### src/rtl/serv_bus_pkg.sv
// Shared types and constants for the SERV ibus/dbus to Wishbone arbiter.
package serv_bus_pkg;

    typedef enum logic [1:0] {
        IDLE = 2'd0,
        IBUS = 2'd1,
        DBUS = 2'd2,
        RESP = 2'd3
    } arb_state_e;

    typedef enum logic {
        OWN_I = 1'b0,
        OWN_D = 1'b1
    } arb_owner_e;

    localparam logic [31:0] TIMEOUT_DATA_DEFAULT = 32'hDEAD_BEEF;

    function automatic int sel_width(input int data_width);
        return data_width / 8;
    endfunction

endpackage

### src/rtl/serv_bus_arbiter_if.sv
// Bundle of the core-side ibus/dbus ports and the merged Wishbone master port.
interface serv_bus_arbiter_if #(
    parameter int ADDR_WIDTH = 32,
    parameter int DATA_WIDTH = 32
);
    import serv_bus_pkg::*;

    localparam int SEL_W = sel_width(DATA_WIDTH);

    logic [ADDR_WIDTH-1:0] ibus_adr_i;
    logic                  ibus_cyc_i;
    logic [DATA_WIDTH-1:0] ibus_rdt_o;
    logic                  ibus_ack_o;

    logic [ADDR_WIDTH-1:0] dbus_adr_i;
    logic [DATA_WIDTH-1:0] dbus_dat_i;
    logic [SEL_W-1:0]      dbus_sel_i;
    logic                  dbus_we_i;
    logic                  dbus_cyc_i;
    logic [DATA_WIDTH-1:0] dbus_rdt_o;
    logic                  dbus_ack_o;

    logic                  core_cyc_o;
    logic                  core_stb_o;
    logic                  core_we_o;
    logic [ADDR_WIDTH-1:0] core_addr_o;
    logic [DATA_WIDTH-1:0] core_data_o;
    logic [SEL_W-1:0]      core_sel_o;
    logic [DATA_WIDTH-1:0] core_data_i;
    logic                  core_ack_i;

    // Arbiter side
    modport slave (
        input  ibus_adr_i, ibus_cyc_i,
        output ibus_rdt_o, ibus_ack_o,
        input  dbus_adr_i, dbus_dat_i, dbus_sel_i, dbus_we_i, dbus_cyc_i,
        output dbus_rdt_o, dbus_ack_o,
        output core_cyc_o, core_stb_o, core_we_o, core_addr_o, core_data_o, core_sel_o,
        input  core_data_i, core_ack_i
    );

    // Core / memory-controller side
    modport master (
        output ibus_adr_i, ibus_cyc_i,
        input  ibus_rdt_o, ibus_ack_o,
        output dbus_adr_i, dbus_dat_i, dbus_sel_i, dbus_we_i, dbus_cyc_i,
        input  dbus_rdt_o, dbus_ack_o,
        input  core_cyc_o, core_stb_o, core_we_o, core_addr_o, core_data_o, core_sel_o,
        output core_data_i, core_ack_i
    );

endinterface

### src/rtl/serv_bus_arbiter.sv
// Merges SERV ibus and dbus onto one Wishbone-classic master port with
// dbus priority, fully registered outputs and a bus-hang timeout.
module serv_bus_arbiter
    import serv_bus_pkg::*;
#(
    parameter int                    ADDR_WIDTH     = 32,
    parameter int                    DATA_WIDTH     = 32,
    parameter int                    TIMEOUT_CYCLES = 1024,
    parameter logic [DATA_WIDTH-1:0] TIMEOUT_DATA   = TIMEOUT_DATA_DEFAULT
) (
    input  logic               clk,
    input  logic               rst,
    serv_bus_arbiter_if.slave  bus,
    output logic               timeout_o,
    output logic               busy_o
);

    localparam int SEL_W = sel_width(DATA_WIDTH);
    localparam int CNT_W = (TIMEOUT_CYCLES > 0) ? $clog2(TIMEOUT_CYCLES + 1) : 1;
    localparam logic [CNT_W-1:0] CNT_LAST = CNT_W'(TIMEOUT_CYCLES - 1);

    arb_state_e            state_q,     state_d;
    arb_owner_e            owner_q,     owner_d;
    logic [CNT_W-1:0]      cnt_q,       cnt_d;
    logic                  cyc_q,       cyc_d;
    logic                  we_q,        we_d;
    logic [ADDR_WIDTH-1:0] addr_q,      addr_d;
    logic [DATA_WIDTH-1:0] data_q,      data_d;
    logic [SEL_W-1:0]      sel_q,       sel_d;
    logic [DATA_WIDTH-1:0] ibus_rdt_q,  ibus_rdt_d;
    logic [DATA_WIDTH-1:0] dbus_rdt_q,  dbus_rdt_d;
    logic                  ibus_ack_q,  ibus_ack_d;
    logic                  dbus_ack_q,  dbus_ack_d;
    logic                  timeout_q,   timeout_d;
    logic                  busy_q,      busy_d;
    logic                  timeout_hit_s;
    logic [DATA_WIDTH-1:0] resp_data_s;

    // Next-state and next-output logic
    always_comb begin
        state_d    = state_q;
        owner_d    = owner_q;
        cnt_d      = cnt_q;
        cyc_d      = cyc_q;
        we_d       = we_q;
        addr_d     = addr_q;
        data_d     = data_q;
        sel_d      = sel_q;
        ibus_rdt_d = ibus_rdt_q;
        dbus_rdt_d = dbus_rdt_q;
        ibus_ack_d = 1'b0;
        dbus_ack_d = 1'b0;
        timeout_d  = 1'b0;

        timeout_hit_s = (TIMEOUT_CYCLES != 0) && (cnt_q == CNT_LAST);
        resp_data_s   = bus.core_ack_i ? bus.core_data_i : TIMEOUT_DATA;

        case (state_q)
            IDLE: begin
                cnt_d = '0;
                if (bus.dbus_cyc_i) begin
                    state_d = DBUS;
                    owner_d = OWN_D;
                    cyc_d   = 1'b1;
                    we_d    = bus.dbus_we_i;
                    addr_d  = bus.dbus_adr_i;
                    data_d  = bus.dbus_dat_i;
                    sel_d   = bus.dbus_sel_i;
                end else if (bus.ibus_cyc_i) begin
                    state_d = IBUS;
                    owner_d = OWN_I;
                    cyc_d   = 1'b1;
                    we_d    = 1'b0;
                    addr_d  = bus.ibus_adr_i;
                    data_d  = '0;
                    sel_d   = {SEL_W{1'b1}};
                end else begin
                    cyc_d = 1'b0;
                end
            end
            IBUS, DBUS: begin
                // A real ack takes precedence over a simultaneous timeout.
                if (bus.core_ack_i || timeout_hit_s) begin
                    state_d   = RESP;
                    cyc_d     = 1'b0;
                    cnt_d     = '0;
                    timeout_d = ~bus.core_ack_i;
                    if (owner_q == OWN_D) begin
                        dbus_rdt_d = resp_data_s;
                        dbus_ack_d = 1'b1;
                    end else begin
                        ibus_rdt_d = resp_data_s;
                        ibus_ack_d = 1'b1;
                    end
                end else if (TIMEOUT_CYCLES != 0) begin
                    cnt_d = cnt_q + CNT_W'(1);
                end else begin
                    cnt_d = cnt_q;
                end
            end
            RESP: begin
                state_d = IDLE;
            end
            default: begin
                state_d = IDLE;
                cyc_d   = 1'b0;
                cnt_d   = '0;
            end
        endcase

        busy_d = (state_d != IDLE);
    end

    // State and output registers
    always_ff @(posedge clk or posedge rst) begin
        if (rst) begin
            state_q    <= IDLE;
            owner_q    <= OWN_I;
            cnt_q      <= '0;
            cyc_q      <= 1'b0;
            we_q       <= 1'b0;
            addr_q     <= '0;
            data_q     <= '0;
            sel_q      <= '0;
            ibus_rdt_q <= '0;
            dbus_rdt_q <= '0;
            ibus_ack_q <= 1'b0;
            dbus_ack_q <= 1'b0;
            timeout_q  <= 1'b0;
            busy_q     <= 1'b0;
        end else begin
            state_q    <= state_d;
            owner_q    <= owner_d;
            cnt_q      <= cnt_d;
            cyc_q      <= cyc_d;
            we_q       <= we_d;
            addr_q     <= addr_d;
            data_q     <= data_d;
            sel_q      <= sel_d;
            ibus_rdt_q <= ibus_rdt_d;
            dbus_rdt_q <= dbus_rdt_d;
            ibus_ack_q <= ibus_ack_d;
            dbus_ack_q <= dbus_ack_d;
            timeout_q  <= timeout_d;
            busy_q     <= busy_d;
        end
    end

    assign bus.core_cyc_o  = cyc_q;
    assign bus.core_stb_o  = cyc_q;
    assign bus.core_we_o   = we_q;
    assign bus.core_addr_o = addr_q;
    assign bus.core_data_o = data_q;
    assign bus.core_sel_o  = sel_q;
    assign bus.ibus_rdt_o  = ibus_rdt_q;
    assign bus.ibus_ack_o  = ibus_ack_q;
    assign bus.dbus_rdt_o  = dbus_rdt_q;
    assign bus.dbus_ack_o  = dbus_ack_q;
    assign timeout_o       = timeout_q;
    assign busy_o          = busy_q;

endmodule

### src/flat_wrapper.sv
// flat-port wrapper written by rule: the top's interface ports become plain ports
module serv_bus_arbiter_flat import serv_bus_pkg::*;
#(
    parameter int                    ADDR_WIDTH     = 32,
    parameter int                    DATA_WIDTH     = 32,
    parameter int                    TIMEOUT_CYCLES = 1024,
    parameter logic [DATA_WIDTH-1:0] TIMEOUT_DATA   = TIMEOUT_DATA_DEFAULT
)
  (clk, rst, timeout_o, busy_o, bus_ibus_adr_i, bus_ibus_cyc_i, bus_ibus_rdt_o, bus_ibus_ack_o, bus_dbus_adr_i, bus_dbus_dat_i, bus_dbus_sel_i, bus_dbus_we_i, bus_dbus_cyc_i, bus_dbus_rdt_o, bus_dbus_ack_o, bus_core_cyc_o, bus_core_stb_o, bus_core_we_o, bus_core_addr_o, bus_core_data_o, bus_core_sel_o, bus_core_data_i, bus_core_ack_i);
  serv_bus_arbiter_if #(.ADDR_WIDTH(ADDR_WIDTH), .DATA_WIDTH(DATA_WIDTH)) bus_i ();
  input  logic clk;
  input  logic rst;
  output logic timeout_o;
  output logic busy_o;
  input wire logic [$bits(bus_i.ibus_adr_i)-1:0] bus_ibus_adr_i;
  input wire logic [$bits(bus_i.ibus_cyc_i)-1:0] bus_ibus_cyc_i;
  output wire logic [$bits(bus_i.ibus_rdt_o)-1:0] bus_ibus_rdt_o;
  output wire logic [$bits(bus_i.ibus_ack_o)-1:0] bus_ibus_ack_o;
  input wire logic [$bits(bus_i.dbus_adr_i)-1:0] bus_dbus_adr_i;
  input wire logic [$bits(bus_i.dbus_dat_i)-1:0] bus_dbus_dat_i;
  input wire logic [$bits(bus_i.dbus_sel_i)-1:0] bus_dbus_sel_i;
  input wire logic [$bits(bus_i.dbus_we_i)-1:0] bus_dbus_we_i;
  input wire logic [$bits(bus_i.dbus_cyc_i)-1:0] bus_dbus_cyc_i;
  output wire logic [$bits(bus_i.dbus_rdt_o)-1:0] bus_dbus_rdt_o;
  output wire logic [$bits(bus_i.dbus_ack_o)-1:0] bus_dbus_ack_o;
  output wire logic [$bits(bus_i.core_cyc_o)-1:0] bus_core_cyc_o;
  output wire logic [$bits(bus_i.core_stb_o)-1:0] bus_core_stb_o;
  output wire logic [$bits(bus_i.core_we_o)-1:0] bus_core_we_o;
  output wire logic [$bits(bus_i.core_addr_o)-1:0] bus_core_addr_o;
  output wire logic [$bits(bus_i.core_data_o)-1:0] bus_core_data_o;
  output wire logic [$bits(bus_i.core_sel_o)-1:0] bus_core_sel_o;
  input wire logic [$bits(bus_i.core_data_i)-1:0] bus_core_data_i;
  input wire logic [$bits(bus_i.core_ack_i)-1:0] bus_core_ack_i;
  assign bus_i.ibus_adr_i = bus_ibus_adr_i;
  assign bus_i.ibus_cyc_i = bus_ibus_cyc_i;
  assign bus_ibus_rdt_o = bus_i.ibus_rdt_o;
  assign bus_ibus_ack_o = bus_i.ibus_ack_o;
  assign bus_i.dbus_adr_i = bus_dbus_adr_i;
  assign bus_i.dbus_dat_i = bus_dbus_dat_i;
  assign bus_i.dbus_sel_i = bus_dbus_sel_i;
  assign bus_i.dbus_we_i = bus_dbus_we_i;
  assign bus_i.dbus_cyc_i = bus_dbus_cyc_i;
  assign bus_dbus_rdt_o = bus_i.dbus_rdt_o;
  assign bus_dbus_ack_o = bus_i.dbus_ack_o;
  assign bus_core_cyc_o = bus_i.core_cyc_o;
  assign bus_core_stb_o = bus_i.core_stb_o;
  assign bus_core_we_o = bus_i.core_we_o;
  assign bus_core_addr_o = bus_i.core_addr_o;
  assign bus_core_data_o = bus_i.core_data_o;
  assign bus_core_sel_o = bus_i.core_sel_o;
  assign bus_i.core_data_i = bus_core_data_i;
  assign bus_i.core_ack_i = bus_core_ack_i;
  serv_bus_arbiter #(.ADDR_WIDTH(ADDR_WIDTH), .DATA_WIDTH(DATA_WIDTH), .TIMEOUT_CYCLES(TIMEOUT_CYCLES), .TIMEOUT_DATA(TIMEOUT_DATA)) u_core (.clk(clk), .rst(rst), .bus(bus_i), .timeout_o(timeout_o), .busy_o(busy_o));
endmodule
### config.mk
export PLATFORM = sky130hd
export DESIGN_NAME = serv_bus_arbiter_flat
export DESIGN_NICKNAME = d
export VERILOG_FILES = /design/src/rtl/serv_bus_pkg.sv /design/src/rtl/serv_bus_arbiter_if.sv /design/src/rtl/serv_bus_arbiter.sv /design/src/flat_wrapper.sv
export SDC_FILE = /design/constraint.sdc
export NUM_CORES = 1
export LEC_CHECK = 0
export ABC_CLOCK_PERIOD_IN_PS = 16100
export CORE_MARGIN = 2
export CORE_UTILIZATION = 46
export DETAILED_ROUTE_END_ITERATION = 16
export GPL_ROUTABILITY_DRIVEN = 0
export PLACE_DENSITY = 0.91
export REMOVE_ABC_BUFFERS = 1
export SYNTH_ARGS = -nofsm -noshare
export SYNTH_HDL_FRONTEND = slang
export SYNTH_SLANG_ARGS = --single-unit
### constraint.sdc
create_clock -name clk -period 16.1 [get_ports clk]
set_input_delay 4.025 -clock clk [delete_from_list [all_inputs] [get_ports clk]]
set_output_delay 4.025 -clock clk [all_outputs]
set_load 0.02 [all_outputs]
Word-level counts from Yosys, hierarchy flattened. Cells that the tools add are included.

Mux-type cells: 28. Reduce and logical (&&, ||, !) cells: 10. Bitwise operators: 2. Shift operators: 0. $add $sub $neg: 1. Divide/modulo/power cells: 0. Multipliers: 0. Equality and inequality tests: 5. Order comparisons: 0.

Operators by type and width (number): $mux W32 (5); $pmux W11 S2 (1); $mux W1 (14); $add A11 B1 Y11 const B (1); $eq A11 B10 Y1 const B (1); $mux W11 (1); $mux W4 (2); $mux W2 (3); $pmux W2 S3 (1); $reduce_and A3 Y1 (2); $reduce_bool A2 Y1 (3); $eq A2 B2 Y1 const B (2); $reduce_and A2 Y1 (2); $eq A2 B1 Y1 const B (1); $logic_not A2 Y1 (1); $ne A2 B1 Y1 const B (1); $not A1 Y1 (2); $pmux W1 S2 (1); $reduce_or A2 Y1 (1); $logic_or A1 B1 Y1 (1).

Memories kept: 0. ROM bits: 0. Register bits after elaboration: 152. Output and inout bits: 139. Word-level logic and storage cells: 60. Bits in latches: 0. Bits in writable memories: 0. Bits of input ports: 138.

Depth between registers and ports, before layout.
Depth after elaboration: 5. Gate-level depth with buffers: 8. Mapped depth without buffers: 6.

Least setup slack after synthesis. OpenSTA, ideal clock, no wires.

Path kind: input to register. Start point: in bus_core_ack_i. End point: reg u_core.cnt_q[5]. Setup time: 79 ps. Buffers on the path: 1. Arrival time: 4913 ps. Data required time: 16021 ps. Cell stages on the path: 5. Path slack: 11108 ps. Path through: nand2b_1 -> clkbuf_1 -> a311oi_2 -> nand3_1 -> mux2i_1.

Longest elaborated chain between the ends: 3.

RTL lines: start: declaration (line flat_wrapper.sv:33) `input wire logic [$bits(bus_i.core_ack_i)-1:0] bus_core_ack_i;`; $logic_or A1 B1 Y1 (line serv_bus_arbiter.sv:83) `if (bus.core_ack_i || timeout_hit_s) begin`; $mux W11 (line serv_bus_arbiter.sv:83); $pmux W11 S2 (line serv_bus_arbiter.sv:58) `case (state_q)`; end signal: assignment (line serv_bus_arbiter.sv:134) `cnt_q <= cnt_d;`; end: declaration (line serv_bus_arbiter.sv:24) `logic [CNT_W-1:0] cnt_q, cnt_d;`.

No other way between the ends. A chain may end at the register's enable or synchronous reset.

==> flow_metrics.py <==
metrics = {
    "final_layout": {
        "drive_above_1_share_pct": 10.2,
        "fin_cells": 1022,
        "syn2layout_area_growth_pct": 51.5,
        "fillers": 949,
        "nets": 970,
    },
    "setup_path": {
        "path_max_fanout": 80,
        "crit_type": "primary input to asynchronous set/reset pin",
        "worstSetupEndpointType": "asynchronous set/reset pin",
        "cp-start-kind": "primary input",
        "crit_required_ns": 16.51,
        "path_buf_inv": 3,
        "worstPathArrival_ns": 5.93,
        "critPathSlowestCell": "buf_4",
        "crit_chain": "clkdlybuf4s50_1 -> inv_6 -> buf_4",
        "critPathTopFamily": "buffers and inverters",
        "cp_slowest_stage_delay_ns": 0.86,
    },
    "grt": {
        "antenna_found_initial": 1,
        "grt_pass1_wl_um": 28500,
        "grt_usage_pct": 24.7,
        "grt_overflow": 0,
        "first_global_vias": 5541,
        "grt_max_degree": 98,
    },
    "synthesis": {
        "yosysWarnings": 0,
        "ys_ff_latch": 152,
        "syn_area_um2": 6650,
        "synth_cells": 575,
        "syn_area_per_cell_um2": 11.6,
        "synth_cell_type_count": 39,
        "yosysSeqAreaShare_pct": 57.2,
    },
    "sta": {
        "slew_headroom_pct": 25.8,
        "setup_tns_ns": 0,
        "final-hold-violation-count": 0,
        "timing.final.crit_period_ns": 5.53,
        "finalCritPeriodShare_pct": 34.3,
        "fmax_mhz": 181,
        "finClkSkew_ns": 0.00616,
        "worst_slew_pin_slew_ns": 1.11,
        "slew_violations": 0,
        "setup_viol_count_final": 0,
        "grt_setup_unrepaired": "no",
    },
    "routing": {
        "first_iter_violations": 232,
        "post_drt_wl_per_cell_um": 18.5,
        "firstDrtPassIters": 4,
        "ant_nets": 0,
        "wl_met3_um": 2240,
        "finalWirelength_um": 18900,
        "post-route-drc-count": 0,
        "top_layer_used": "met4",
        "vias": 5409,
        "routedLengthMet1_um": 6950,
        "route.met2.wl_um": 9150,
        "routed_via_density": 5.29,
    },
    "clock_tree": {
        "clock-root-buffer": "clkbuf_16",
        "hold_buffers": 0,
        "h-tree-depth": 4,
        "cts_sinks": 152,
        "clkLatencyLatePin_ns": 0.42,
        "cts_tree": "done",
        "cts.repair.resized": 0,
        "post-cts-setup-buffer-count": 0,
        "cts_made_buffers": 17,
        "clkTransAtPathRegs_ns": 0.06,
        "clockBufferDepth": 2,
    },
    "floorplan": {
        "row_count": 43,
        "start_util_pct": 47.5,
        "die-height_um": 124,
        "core_um2": 14000,
        "dieArea_um2": 15400,
        "io_pins": 277,
        "die_w_um": 124,
    },
    "power": {
        "p_per_area_nw_per_um2": 210,
        "cellLeakagePower_nw": 4.36,
        "ir_worst_vdd_mv": 0.125,
    },
    "placed_design": {
        "post-place-cells": 990,
        "portBuffers": 276,
        "dp_hpwl_um": 13100,
    },
    "job": {
        "drv_cap": 0,
    },
    "outcome": {
        "status": "completed",
    },
    "hold_path": {
        "hold_class": "flop to flop",
    },
}
==> cell usage in the layout (no fill, tap or decap), types with 2 or more instances in the layout <==
master           Yosys  routed
o21ai_1              3       2
nor2_1              12      12
a22o_1               2       2
a32o_1              16      16
a31oi_1              5       5
clkinv_4             1       4
dfrtp_1            152     152
nand3_1             39      39
a221oi_1             2       2
inv_1                8       7
clkdlybuf4s50_1      0     275
nand2_8              2       2
and4_1               2       2
and3_1               2       2
nand2_1            112     112
o21ai_0             37      37
bufinv_16            0       5
a2bb2oi_1           10      10
o22ai_1              2       2
nor4_1               2       2
ha_1                 3       2
clkbuf_16            0      17
inv_6                1       2
nand2b_1             3       3
a2bb2oi_2           38      38
mux2i_1             36      36
a21oi_1              6       6
buf_4                2       5
clkinv_2             0       4
nor2b_1             25      24
==> layout make-up <==
| type | count | area [um2] | share of cell area [%] |
|---|---|---|---|
| repair buffers | 280 | 2790 | 27.7 |
| inverters | 10 | 52.6 | 0.522 |
| diodes | 1 | 2.50 | 0.0249 |
| flip-flops and latches | 152 | 3800 | 37.8 |
| clock buffers | 18 | 429 | 4.26 |
| clock inverters | 13 | 204 | 2.03 |
| multi-input cells | 368 | 2560 | 25.4 |
| well taps | 180 | 225 | 2.24 |
==> through the flow <==
stage | hold WS (ns) | setup WS (ns) | cell area [um2] | utilization (%) | total power [mW]
after floorplan | 0.422 | 7.98 | 6390 | - | 1.21
after global placement | 0.448 | 10.03 | 9430 | 67.4 | 1.66
after detailed placement | 0.455 | 10.02 | 9430 | 67.4 | 1.69
after CTS | 0.469 | 10.48 | 10100 | 72.0 | 2.14
after global routing | 0.489 | 10.22 | 10100 | 72.0 | 2.23
final | 0.463 | 10.57 | 10100 | 72.0 | 2.12
==> worst min-delay path: stages, from the launching register on <==
cell and delay [ns]:
dfrtp_1 0.34, nand2_1 0.05, nand2_1 0.05
==> worst paths after layout <==
| path | start | end | slack, ns | cells past startpoint |
|---|---|---|---|---|
| min in group asynchronous | rst | u_core.bus.ibus_rdt_o[31] | 4.08 | 2 |
| hold reg to reg | u_core.bus.core_we_o | u_core.bus.core_we_o | 0.46 | 2 |
| max in group clk | bus_core_ack_i | u_core.cnt_q[7] | 10.61 | 6 |
| hold / removal | u_core.bus.core_we_o | u_core.bus.core_we_o | 0.46 | 2 |
| setup / recovery | rst | u_core.bus.core_addr_o[1] | 10.57 | 3 |
| setup reg to reg | u_core.state_q[1] | u_core.bus.ibus_rdt_o[26] | 13.59 | 6 |
==> registers in the layout, summed over array words and instances, names as in the netlist <==
register / count
u_core.bus.core_addr_o: 32
u_core.bus.core_data_o: 32
u_core.bus.dbus_rdt_o: 32
u_core.bus.ibus_rdt_o: 32
u_core.cnt_q: 11
u_core.bus.core_sel_o: 4
u_core.state_q: 2
u_core.bus.core_cyc_o: 1
u_core.bus.core_we_o: 1
u_core.bus.dbus_ack_o: 1
u_core.bus.ibus_ack_o: 1
u_core.busy_o: 1
u_core.owner_q: 1
u_core.timeout_o: 1
==> per-layer routing <==
layer / track usage [%] / up-vias
met4: 10.9 / 0
met3: 12.3 / 42
li1: - / 2539
met2: 40.2 / 235
met1: 27.1 / 2593
met5: 0 / -
==> where the power goes <==
group	total, mW	switching (mW)	internal (mW)
clock	0.427	0.154	0.273
combinational	1.04	0.553	0.485
sequential	0.653	0.103	0.551
total	2.12	0.809	1.31
==> synth_stat cells <==
master | n | area share (%)
nand2_8 | 2 | 0.60
clkinv_4 | 1 | 0.13
o21a_1 | 1 | 0.11
nor4_1 | 2 | 0.19
dfrtp_1 | 152 | 57
buf_2 | 10 | 0.75
a32o_1 | 16 | 2.4
o41ai_1 | 1 | 0.13
and2_1 | 1 | 0.094
buf_1 | 6 | 0.34
o21ai_1 | 3 | 0.23
buf_12 | 4 | 1.2
a22o_1 | 2 | 0.26
mux2i_1 | 36 | 5.4
a31o_4 | 1 | 0.26
o21ai_0 | 37 | 2.8
a41oi_1 | 1 | 0.13
nand2b_1 | 3 | 0.28
nor2_1 | 12 | 0.68
nand2_1 | 112 | 6.3
nor2b_1 | 25 | 2.4
buf_4 | 2 | 0.23
a311oi_2 | 1 | 0.23
a31oi_1 | 5 | 0.47
a21oi_1 | 6 | 0.45
a2bb2oi_2 | 38 | 8.6
o22ai_1 | 2 | 0.19
a2bb2oi_1 | 10 | 1.3
and4_1 | 2 | 0.26
clkbuf_1 | 23 | 1.3
nand3_1 | 39 | 2.9
mux2_2 | 1 | 0.17
and3b_1 | 1 | 0.13
ha_1 | 3 | 0.56
inv_1 | 8 | 0.45
a221oi_1 | 2 | 0.26
a31oi_2 | 1 | 0.19
and3_1 | 2 | 0.19
inv_6 | 1 | 0.13
==> cells by family (layout without fill, tap and decap cells) <==
| group | after synthesis | count (layout) | share of synthesized area, % |
|---|---|---|---|
| buffers and inverters | 55 | 321 | 4.54 |
| flip-flops | 152 | 152 | 57.2 |
| adder cells (fa/ha/maj) | 3 | 3 | 0.565 |
| other | 0 | 1 | 0 |
| AO/OA/AOI/OAI | 127 | 127 | 18.0 |
| AND/OR/NAND/NOR | 201 | 201 | 14.0 |
| multiplexers | 37 | 37 | 5.59 |
(Power assumes the default switching activity.)
